## src/rtl/cla_pkg.sv

```systemverilog
// Shared constants and parameter helpers for the pipelined lookahead adder/subtractor.
package cla_pkg;

  localparam int unsigned GROUP_W = 4;

  // Number of pipeline stages, which is also the latency in cycles.
  function automatic int unsigned nstage(input int unsigned width, input int unsigned gps);
    return width / (GROUP_W * gps);
  endfunction

  function automatic bit params_ok(input int unsigned width, input int unsigned gps);
    return (width >= GROUP_W) && ((width % GROUP_W) == 0) && (gps >= 1) &&
           (((width / GROUP_W) % gps) == 0);
  endfunction

endpackage

```

## src/rtl/cla4_cell.sv

```systemverilog
// Combinational 4-bit carry-lookahead cell; c3 is the carry into bit 3 for overflow detection.
module cla4_cell
  import cla_pkg::*;
(
  input  logic [GROUP_W-1:0] a,
  input  logic [GROUP_W-1:0] b,
  input  logic               cin,
  output logic [GROUP_W-1:0] s,
  output logic               cout,
  output logic               c3
);

  logic [GROUP_W-1:0] g;
  logic [GROUP_W-1:0] p;
  logic               c1;
  logic               c2;

  assign g = a & b;
  assign p = a ^ b;

  // Every carry is a flat sum of products of g, p and cin.
  assign c1   = g[0] | (p[0] & cin);
  assign c2   = g[1] | (p[1] & g[0]) | (p[1] & p[0] & cin);
  assign c3   = g[2] | (p[2] & g[1]) | (p[2] & p[1] & g[0]) | (p[2] & p[1] & p[0] & cin);
  assign cout = g[3] | (p[3] & g[2]) | (p[3] & p[2] & g[1]) | (p[3] & p[2] & p[1] & g[0]) |
                (p[3] & p[2] & p[1] & p[0] & cin);

  assign s = p ^ {c3, c2, c1, cin};

endmodule

```

## src/rtl/cla_pipe_addsub.sv

```systemverilog
// Pipelined carry-lookahead adder/subtractor: each stage resolves GPS 4-bit groups and
// registers its carry; operands are skewed forward and sums deskewed behind a global stall.
module cla_pipe_addsub
  import cla_pkg::*;
#(
  parameter int unsigned WIDTH = 16,
  parameter int unsigned GPS   = 1
) (
  input  logic             clk,
  input  logic             rst,
  input  logic             in_valid,
  output logic             in_ready,
  input  logic [WIDTH-1:0] in_a,
  input  logic [WIDTH-1:0] in_b,
  input  logic             in_cin,
  input  logic             in_sub,
  output logic             out_valid,
  input  logic             out_ready,
  output logic [WIDTH-1:0] out_sum,
  output logic             out_cout,
  output logic             out_ovf
);

  localparam int unsigned SW     = GROUP_W * GPS;
  localparam int unsigned NSTAGE = nstage(WIDTH, GPS);

  if (!params_ok(WIDTH, GPS)) begin : g_bad_params
    $error("cla_pipe_addsub: WIDTH must be a multiple of 4 and GPS must divide WIDTH/4");
  end

  logic             adv;
  logic [WIDTH-1:0] bx;
  logic             c0;

  // Subtract folds into the add path: invert B and flip the carry-in.
  assign bx       = in_b ^ {WIDTH{in_sub}};
  assign c0       = in_cin ^ in_sub;
  assign adv      = !out_valid | out_ready;
  assign in_ready = adv;

  for (genvar k = 0; k < NSTAGE; k++) begin : g_stage
    localparam int unsigned DONE_W = (k + 1) * SW;
    localparam int unsigned REM_W  = WIDTH - DONE_W;

    logic [SW-1:0]     sa;
    logic [SW-1:0]     sb;
    logic [SW-1:0]     ssum;
    logic              scin;
    logic              sv;
    logic [DONE_W-1:0] s_d;
    logic [GPS:0]      gc;
    logic [GPS-1:0]    gc3;
    logic              unused_c3;
    logic              v_q;
    logic              c_q;
    logic [DONE_W-1:0] s_q;

    // Stage inputs: raw operands for stage 0, skewed registers from the previous stage otherwise.
    if (k == 0) begin : g_src
      assign sa   = in_a[SW-1:0];
      assign sb   = bx[SW-1:0];
      assign scin = c0;
      assign sv   = in_valid;
      assign s_d  = ssum;
    end else begin : g_src
      assign sa   = g_stage[k-1].g_rem.a_q[SW-1:0];
      assign sb   = g_stage[k-1].g_rem.b_q[SW-1:0];
      assign scin = g_stage[k-1].c_q;
      assign sv   = g_stage[k-1].v_q;
      assign s_d  = {ssum, g_stage[k-1].s_q};
    end

    assign gc[0] = scin;

    for (genvar j = 0; j < GPS; j++) begin : g_grp
      cla4_cell u_cell (
        .a    (sa[j*GROUP_W +: GROUP_W]),
        .b    (sb[j*GROUP_W +: GROUP_W]),
        .cin  (gc[j]),
        .s    (ssum[j*GROUP_W +: GROUP_W]),
        .cout (gc[j+1]),
        .c3   (gc3[j])
      );
    end

    // Only the top group's c3 of the last stage matters.
    assign unused_c3 = ^gc3;

    always_ff @(posedge clk) begin
      if (rst) begin
        v_q <= 1'b0;
        s_q <= '0;
        c_q <= 1'b0;
      end else if (adv) begin
        v_q <= sv;
        s_q <= s_d;
        c_q <= gc[GPS];
      end
    end

    if (REM_W > 0) begin : g_rem
      logic [REM_W-1:0] a_d;
      logic [REM_W-1:0] b_d;
      logic [REM_W-1:0] a_q;
      logic [REM_W-1:0] b_q;

      if (k == 0) begin : g_up
        assign a_d = in_a[WIDTH-1:SW];
        assign b_d = bx[WIDTH-1:SW];
      end else begin : g_up
        assign a_d = g_stage[k-1].g_rem.a_q[WIDTH-k*SW-1:SW];
        assign b_d = g_stage[k-1].g_rem.b_q[WIDTH-k*SW-1:SW];
      end

      // Operand bits carry no control meaning, so they are not reset.
      always_ff @(posedge clk) begin
        if (adv) begin
          a_q <= a_d;
          b_q <= b_d;
        end
      end
    end else begin : g_last
      logic msb_q;

      always_ff @(posedge clk) begin
        if (rst) begin
          msb_q <= 1'b0;
        end else if (adv) begin
          msb_q <= gc3[GPS-1];
        end
      end
    end
  end

  assign out_valid = g_stage[NSTAGE-1].v_q;
  assign out_sum   = g_stage[NSTAGE-1].s_q;
  assign out_cout  = g_stage[NSTAGE-1].c_q;
  assign out_ovf   = g_stage[NSTAGE-1].g_last.msb_q ^ g_stage[NSTAGE-1].c_q;

endmodule

```

## config.mk

```make
export PLATFORM = sky130hd
export DESIGN_NAME = cla_pipe_addsub
export DESIGN_NICKNAME = d
export VERILOG_FILES = /design/src/rtl/cla_pkg.sv /design/src/rtl/cla4_cell.sv /design/src/rtl/cla_pipe_addsub.sv
export SDC_FILE = /design/constraint.sdc
export NUM_CORES = 1
export LEC_CHECK = 0
export BUFFER_PORTS_ARGS = -buffer_cell sky130_fd_sc_hd__buf_2
export CORE_MARGIN = 5
export CORE_UTILIZATION = 35
export DETAILED_ROUTE_END_ITERATION = 12
export HOLD_SLACK_MARGIN = 0.03
export SYNTH_ARGS = -nofsm -noshare
export SYNTH_HDL_FRONTEND = slang
export SYNTH_SLANG_ARGS = --single-unit
```

## constraint.sdc

```tcl
create_clock -name clk -period 3.55 [get_ports clk]
set_input_delay 0.5325 -clock clk [delete_from_list [all_inputs] [get_ports clk]]
set_output_delay 0.5325 -clock clk [all_outputs]
set_load 0.05 [all_outputs]
```

Yosys cells after proc, flatten, opt, wreduce, memory -nomap -nowiden
Index checks and enable logic that the tools add are counted.

cells by class
  bitwise operators = 120
  reduce and logical (&&, ||, !) cells = 1

operators with widths
  cell             count
  $and 1x1->1      64
  $or 1x1->1       41
  $xor 4x4->4      8
  $and 4x4->4      4
  $xor 16x16->16   1
  $xor 1x1->1      2
  $logic_not 1->1  1

word-level totals
  output and inout bits = 20
  word-level logic and storage cells = 140
  flip-flop bits (word level) = 97
  input bits = 38

Logic depth before layout (Yosys ltp)
Gate-level depths: netlist of run 1.

  depth in word-level cells = 7
  mapped depth = 8

Cells and area by module
From an unflattened synthesis of run 1, not the netlist that was laid out.

unflattened totals
  cell total of the unflattened synthesis = 319
  area total of the unflattened synthesis = 4227.8 um^2

by module, submodules not included
  module                                      seq. area each (um^2)  area an instance (um^2)  times used  cells an instance
  cla_pipe_addsub                             2422.3                 3637.2                   1           255
  cla4_cell (g_stage[0].g_grp[0].u_cell ...)  0.0                    155.1                    2           18
  cla4_cell (g_stage[2].g_grp[0].u_cell ...)  0.0                    140.1                    2           14

Worst setup path before layout of run 1
OpenSTA, ideal clock, no wires.

  path kind = register -> output
  start point = register g_stage[3].v_q (netlist: out_valid)
  end point = output port in_ready
  arrival time = 1739 ps
  cell stages (with the launch flop) = 5
  setup slack = 1279 ps
  path buffers = 2
  cell sequence = dfxtp_1 > nor2b_1 > buf_2 > inv_2 > buf_2

on the way
  word-level cells in the longest chain between the ends = 2

ends and longest elaborated chain
  item                      line                   source
  start: declaration        cla_pipe_addsub.sv:54  logic v_q;
  start signal: assignment  cla_pipe_addsub.sv:95  v_q <= sv;
  $logic_not 1->1           cla_pipe_addsub.sv:38  assign adv = !out_valid | out_ready;
  $or 1x1->1                cla_pipe_addsub.sv:38
  end: declaration          cla_pipe_addsub.sv:12  output logic in_ready,

No other way between the ends.

Worst setup path in the final report of run 1
  start point = input port in_sub
  end point = register g_stage[0].c_q

on the way
  word-level cells in the longest chain between the ends = 7
  elaborated cells on any way between the ends = 15
  classes of those cells = 15 x bitwise

ends and longest elaborated chain
  item                                                    line                              source
  start: declaration                                      cla_pipe_addsub.sv:16             input logic in_sub,
  $xor 16x16->16                                          cla_pipe_addsub.sv:36             assign bx = in_b ^ {WIDTH{in_sub}};
  $xor 4x4->4 / $and 4x4->4 (equally long branches)       cla4_cell.sv:19, cla4_cell.sv:18
  $and 1x1->1 (on tied branches)                          cla4_cell.sv:25, cla4_cell.sv:26
  $or 1x1->1, or another cell as far along (2 in series)  cla4_cell.sv:25                   assign cout = g[3] | (p[3] & g[2]) | (p[3] & p[2] & g[1]) | (p[3] & p[2] & p[1] & g[0]) |
  $or 1x1->1 / $and 1x1->1 (equally long branches)        cla4_cell.sv:25, cla4_cell.sv:26
  $or 1x1->1 *                                            cla4_cell.sv:25
  end signal: assignment                                  cla_pipe_addsub.sv:97             c_q <= gc[GPS];
  end: declaration                                        cla_pipe_addsub.sv:55             logic c_q;

Mark *: on every way between the ends. The rest lies on a longest branch, timed or not.
A chain may end at the register's enable or synchronous reset.

==> flow_summary.json, run 1 <==
{
  "status": "completed",
  "port_buffers": 57,
  "hpwl_um": 4730,
  "die_y_um": 116,
  "routabilityCongestion": 0.790,
  "fin_util": 0.423,
  "synthFlopType": "dfxtp_1",
  "powerDensity_mw_per_mm2": 570,
  "worstSetupPathType": "in -> reg",
  "fin_crit_ns": 2.08,
  "area_growth_pct": 17.5,
  "r2r_slack_ns": 1.76,
  "cts_setup_buffers": 0,
  "synth_seq_cells": 97,
  "setup_violations": 0,
  "layout-drive-gt1-share": 0.199,
  "syn-num-nets": 400,
  "drt_iter0_drc": 136,
  "ys_warn_count": 0,
  "cts_buffers": 9,
  "antenna_cells": 0,
  "synthArstFlopShare": 0,
  "switching_power_uw": 711,
  "synth.distinct_cells": 36,
  "crit_path_max_fanout": 17,
  "vdd_ir_drop_max_v": 0.000307,
  "timing.setup.tns_ns": 0,
  "slew_viol_final": 0,
  "initial_core_util": 0.360,
  "postRouteAntennaNets": 0,
  "cts_buffer_depth": 2,
  "grt_start_max_net_pins": 81,
  "syn_area_per_cell_um2": 11.6,
  "synth_cells": 340,
  "p_seq_frac": 0.509,
  "skew_ns": 0.00626,
  "yosysSeqAreaShare": 0.616,
  "period_share": 0.586,
  "power_mw": 2.63,
  "synth_top_area_frac": 0.366,
  "worst_pin_slew_ns": 1.03,
  "grt_pass1_vias": 2469,
  "cts_sinks": 97,
  "cts_tree": "built",
  "grt_pass1_wl_um": 11900,
  "avgRoutedWirePerCell_um": 13.2,
  "swShare": 0.270,
  "synthesis.area_mm2": 0.00393,
  "power.internal_mw": 1.92,
  "cp-end-kind": "flop",
  "hold_violations": 0,
  "cap_violations": 0,
  "synth-edff-count": 48,
  "nets": 451,
  "cellLeakagePower_nw": 1.88,
  "drc_errors": 0,
  "rows": 38,
  "vias": 2509,
  "synthTopCellsByArea": "edfxtp_1, dfxtp_1, nand2_1",
  "clkTransAtPathRegs_ns": 0.07,
  "required_ns": 3.72,
  "viasPerCell": 4.68,
  "hp-class": "in -> reg",
  "die_w_um": 116,
  "hold_buffers": 0,
  "clkPwrFrac": 0.351,
  "crit_arrival_ns": 2.25,
  "core_area_mm2": 0.0109,
  "io_pins": 58,
  "comb_power_share": 0.140,
  "dr.pass1.iters": 4,
  "hold_slack_ns": 0.367,
  "clock-root-buffer": "clkbuf_16",
  "cts_resized": 0,
  "synth_largest_area_cell": "edfxtp_1",
  "start_kind": "input port",
  "antenna_found_initial": 0,
  "gr-total-overflow": 0,
  "slew_headroom": 0.313,
  "fmax_ghz": 0.480,
  "clock_latency_ns": 0.34,
  "htreeDepth": 3,
  "finalWirelength_um": 7070,
  "rsz0062_at_grt": "no",
  "nFillCells": 1051,
  "grtUsageTotal": 0.112,
  "dieArea_mm2": 0.0135
}
==> cell usage in the layout (no fill, tap or decap), types with 2 or more instances in the layout <==
master,instances
a211o_1,3
a211oi_1,12
clkbuf_16,9
inv_1,2
nand3_1,3
edfxtp_1,48
or3_1,4
o21ai_0,7
inv_6,2
nor3b_1,2
nand3b_1,5
dfxtp_1,49
a21oi_1,37
buf_2,57
xor2_1,17
nor3_1,5
nor4b_1,2
inv_8,2
nor2_1,14
fa_1,4
xnor2_1,4
nand2_1,70
ha_1,18
a21o_1,3
==> final timing paths <==
path              cells after the start                            endpoint                         startpoint
hold / removal                        1  g_stage[0].g_rem.a_q[10]$_DFFE_PP_                           in_a[14]
hold reg to reg                       0   g_stage[1].g_rem.a_q[0]$_DFFE_PP_  g_stage[0].g_rem.a_q[4]$_DFFE_PP_
setup / recovery                      7         g_stage[0].c_q$_SDFFE_PP0P_                             in_sub
setup reg to reg                      5               out_cout$_SDFFE_PP0P_  g_stage[2].g_rem.a_q[0]$_DFFE_PP_
==> power by group through the flow <==
stage	Combinational [mW]	Clock (mW)	Sequential, mW
finish	0.368	0.926	1.34
global route	0.414	1.00	1.36
CTS	0.374	0.951	1.34
detailed placement	0.372	0	1.37
global placement	0.361	0	1.37
floorplan	0.213	0	1.42
==> per-stage QoR <==
| step | cells | setup slack (ns) | instance area (um2) |
|---|---|---|---|
| after floorplan | 340 | 1.28 | 3930 |
| after global placement | 520 | 1.27 | 4340 |
| after CTS | 536 | 1.46 | 4620 |
| final | 536 | 1.47 | 4620 |
| after global routing | 536 | 1.29 | 4620 |
| after detailed placement | 520 | 1.10 | 4340 |
==> per-layer routing <==
layer / GRT usage / part of all wire / vias to the layer above
li1: - / - / 1298
met1: 0.155 / 0.49 / 1149
met2: 0.168 / 0.44 / 55
met3: 0.0256 / 0.049 / 7
met4: 0.0480 / 0.016 / 0
met5: 0 / 0 / -
==> registers in the layout, indices dropped and copies added, names as in the netlist <==
register,count
g_stage.c_q,3
g_stage.g_rem.b_q,24
g_stage.g_last.msb_q,1
g_stage.g_rem.a_q,24
out_valid,1
out_cout,1
g_stage.s_q,24
out_sum,16
g_stage.v_q,3
==> final cells by class <==
class	instances	area, um2	share of cell area
flip-flops and latches	97	2420	0.524
well taps	140	175	0.0379
inverters	3	12.5	0.00271
repair buffers	59	313	0.0677
clock inverters	7	61.3	0.0133
clock buffers	9	225	0.0487
multi-input cells	221	1410	0.306
==> Yosys cell counts, types with 2 or more instances <==
library cell	number
buf_2	7
buf_4	2
nand3_1	3
or3_1	4
xnor2_1	4
o21ai_0	7
clkbuf_1	8
dfxtp_1	49
nor3_1	5
xor2_1	17
inv_1	2
a21oi_1	37
nor3b_1	2
ha_1	18
nor2_1	14
a21o_1	3
nand2_1	70
a211oi_1	12
nand3b_1	5
fa_1	4
nor4b_1	2
nor2b_1	2
edfxtp_1	48
a211o_1	3
==> cell families (layout without fill, tap and decap cells) <==
| kind of cell | count (synthesis) | in the layout | synth area share |
|---|---|---|---|
| AND/OR/NAND/NOR | 108 | 108 | 0.119 |
| adder cells (fa/ha/maj) | 22 | 22 | 0.0776 |
| AO/OA/AOI/OAI | 69 | 69 | 0.107 |
| XOR/XNOR | 22 | 22 | 0.0538 |
| buffers and inverters | 22 | 78 | 0.0270 |
| flip-flops | 97 | 97 | 0.616 |
==> worst max-delay path, stage by stage <==
cell	delay (ns)
buf_2	0.43
xor2_1	0.35
ha_1	0.31
nand3_1	0.11
nor2_1	0.07
o311ai_0	0.31
a31oi_1	0.13
No activity file was read; power rests on OpenSTA's default activity.
==> run 2: changes to the inputs <==
ABC_AREA = 1   (was default)
clock period = 2 ns   (was 3.55 ns; I/O delays follow)
==> run 2 against run 1 <==
Effect of this change: final cell count increased by 12%; hold slack worse by 0.23 ns; sequential power grew 81%; highest routed layer unchanged.
==> flow_summary.json, run 2 <==
{
  "hold_violations": 0,
  "nFillCells": 1151,
  "initial_core_util": 0.358,
  "area_growth_pct": 16.9,
  "start_kind": "flop",
  "slew_headroom": 0.585,
  "cts_buffer_depth": 2,
  "drc_errors": 0,
  "synthesis.area_mm2": 0.00409,
  "slew_viol_final": 0,
  "grt_start_max_net_pins": 48,
  "hold_slack_ns": 0.138,
  "die_w_um": 118,
  "synth_seq_cells": 97,
  "dr.pass1.iters": 4,
  "rows": 39,
  "cap_violations": 0,
  "grt_util_met3": 0.0298,
  "worst_pin_slew_ns": 0.621,
  "grtUsageTotal": 0.105,
  "drt_iter0_drc": 127,
  "dieArea_mm2": 0.0139,
  "synth_fa_ha_area_frac": 0.0747,
  "period_share": 0.836,
  "grt_busiest_layer": "met2",
  "grt_pass1_vias": 2676,
  "cp-end-kind": "primary output",
  "synth_top_area_frac": 0.353,
  "synthTopCellsByCount": "nor2_1, dfxtp_1, edfxtp_1",
  "rsz0062_at_grt": "no",
  "crit_path_max_fanout": 28,
  "cts_resized": 0,
  "synthArstFlopShare": 0,
  "clkTransAtPathRegs_ns": 0.06,
  "fmax_ghz": 0.598,
  "synth.distinct_cells": 25,
  "timing.setup.tns_ns": 0,
  "required_ns": 1.70,
  "io_pins": 58,
  "cts_buffers": 9,
  "final_cell_mix": "nor2_1, buf_2, dfxtp_1",
  "muxShareOfSynthArea": 0,
  "multiInputGateArea_mm2": 0.00140,
  "use_met2": 0.154,
  "seq_area_mm2": 0.00242,
  "synth-compound-area-share": 0.0829,
  "yosysSeqAreaShare": 0.592,
  "fin_crit_ns": 1.67,
  "final_common_cell": "nor2_1",
  "synth_largest_area_cell": "edfxtp_1",
  "avgRoutedWirePerCell_um": 11.8,
  "synth_cells": 393,
  "synthTopCellsByArea": "edfxtp_1, dfxtp_1, ha_1",
  "synth-edff-count": 48,
  "ys_warn_count": 0,
  "syn-num-nets": 453,
  "htreeDepth": 3,
  "cts_sinks": 97,
  "synth_xor_area_frac": 0.0450,
  "synthFlopType": "dfxtp_1",
  "cts_setup_buffers": 0,
  "skew_ns": 0.00368,
  "status": "completed",
  "synth_most_common_cell": "nor2_1",
  "synth_top_family_by_area": "simple AND/OR/NAND/NOR gates",
  "worstSetupPathType": "reg -> out",
  "setup_violations": 0,
  "postRouteAntennaNets": 0,
  "post-place-cells": 583,
  "met1_usage": 0.142,
  "die_y_um": 118,
  "grt_pass1_wl_um": 12200,
  "routabilityCongestion": 0.788,
  "viasPerCell": 4.47,
  "cellLeakagePower_nw": 2.25,
  "vdd_ir_drop_max_v": 0.000369,
  "nets": 511,
  "vias": 2676,
  "antenna_cells": 0,
  "fin_cells": 599,
  "port_buffers": 57,
  "hold_buffers": 0,
  "synth-simple-area-share": 0.140,
  "crit_arrival_ns": 1.37,
  "layout-drive-gt1-share": 0.204,
  "core_area_mm2": 0.0114,
  "powerDensity_mw_per_mm2": 1010,
  "cts_tree": "built",
  "largestRegisters": "g_stage.g_rem.a_q x24, g_stage.g_rem.b_q x24, g_stage.s_q x24",
  "clock-root-buffer": "clkbuf_16",
  "hp-class": "in -> reg",
  "syn_area_per_cell_um2": 10.4,
  "hpwl_um": 4900,
  "gr-total-overflow": 0,
  "finalWirelength_um": 7060,
  "antenna_found_initial": 0,
  "clock_latency_ns": 0.33
}
run 2: cell count changes in the layout (fill, tap and decap cells not counted), moves of 5 or more:
cell	before	now
nand2_1	70	43
o21ai_1	1	8
nor2_1	14	58
inv_1	2	34
a21oi_1	37	12
nand3_1	3	16
nor2_2	0	10
a211oi_1	12	0
nor3_1	5	0
o21ai_0	7	40
buf_4	1	6
nand3b_1	5	0
nand4_1	0	6
run 2: per-layer routing:
| layer | share of wire | vias up |
|---|---|---|
| met2 | 0.43 | 70 |
| met3 | 0.054 | 8 |
| li1 | - | 1412 |
| met1 | 0.50 | 1186 |
| met4 | 0.016 | 0 |
| met5 | 0 | - |
run 2: final timing paths:
| check | startpoint | to | slack, ns | cells past startpoint |
|---|---|---|---|---|
| setup / recovery | out_valid$_SDFFE_PP0P_ | in_ready | 0.33 | 4 |
| hold / removal | in_a[9] | g_stage[0].g_rem.a_q[5]$_DFFE_PP_ | 0.14 | 1 |
| setup reg to reg | g_stage[2].g_rem.a_q[1]$_DFFE_PP_ | out_sum[15]$_SDFFE_PP0P_ | 0.56 | 8 |
| hold reg to reg | g_stage[0].g_rem.a_q[4]$_DFFE_PP_ | g_stage[1].g_rem.a_q[0]$_DFFE_PP_ | 0.42 | 0 |
run 2: kinds of logic after synthesis:
logic type      after synthesis
fa+ha+maj                    22
xor+xnor                     21
simple gates                134
buf+inv                      54
compound gates               65
flops                        97
run 2: per-stage QoR:
step                      cell area [um2]   util  total power, mW  worst slack [ns]
final                                4780  0.419             4.82             0.328
after global routing                 4780  0.419             5.09             0.246
after CTS                            4780  0.419             4.88             0.291
after detailed placement             4490  0.393             3.23             0.231
after global placement               4490  0.393             3.20             0.312
after floorplan                      4090      -             3.02           0.00901
run 2: area by class of cell:
type	instances	area share
Sequential cell	97	0.507
Clock inverter	6	0.0123
Multi-Input combinational cell	242	0.293
Timing Repair Buffer	64	0.0733
Clock buffer	10	0.0479
Tap cell	143	0.0374
Inverter	37	0.0296
run 2: where the power goes:
group	leakage [nW]	switching (mW)	internal, mW
logic	1.20	0.494	0.267
registers	0.910	0.101	2.32
clock network	0.136	0.683	0.960
run 2: critical path: stages (launching register included):
cell and delay (ns):
dfxtp_1 0.30, inv_1 0.08, nor2_4 0.05, inv_4 0.25
buf_2 0.34
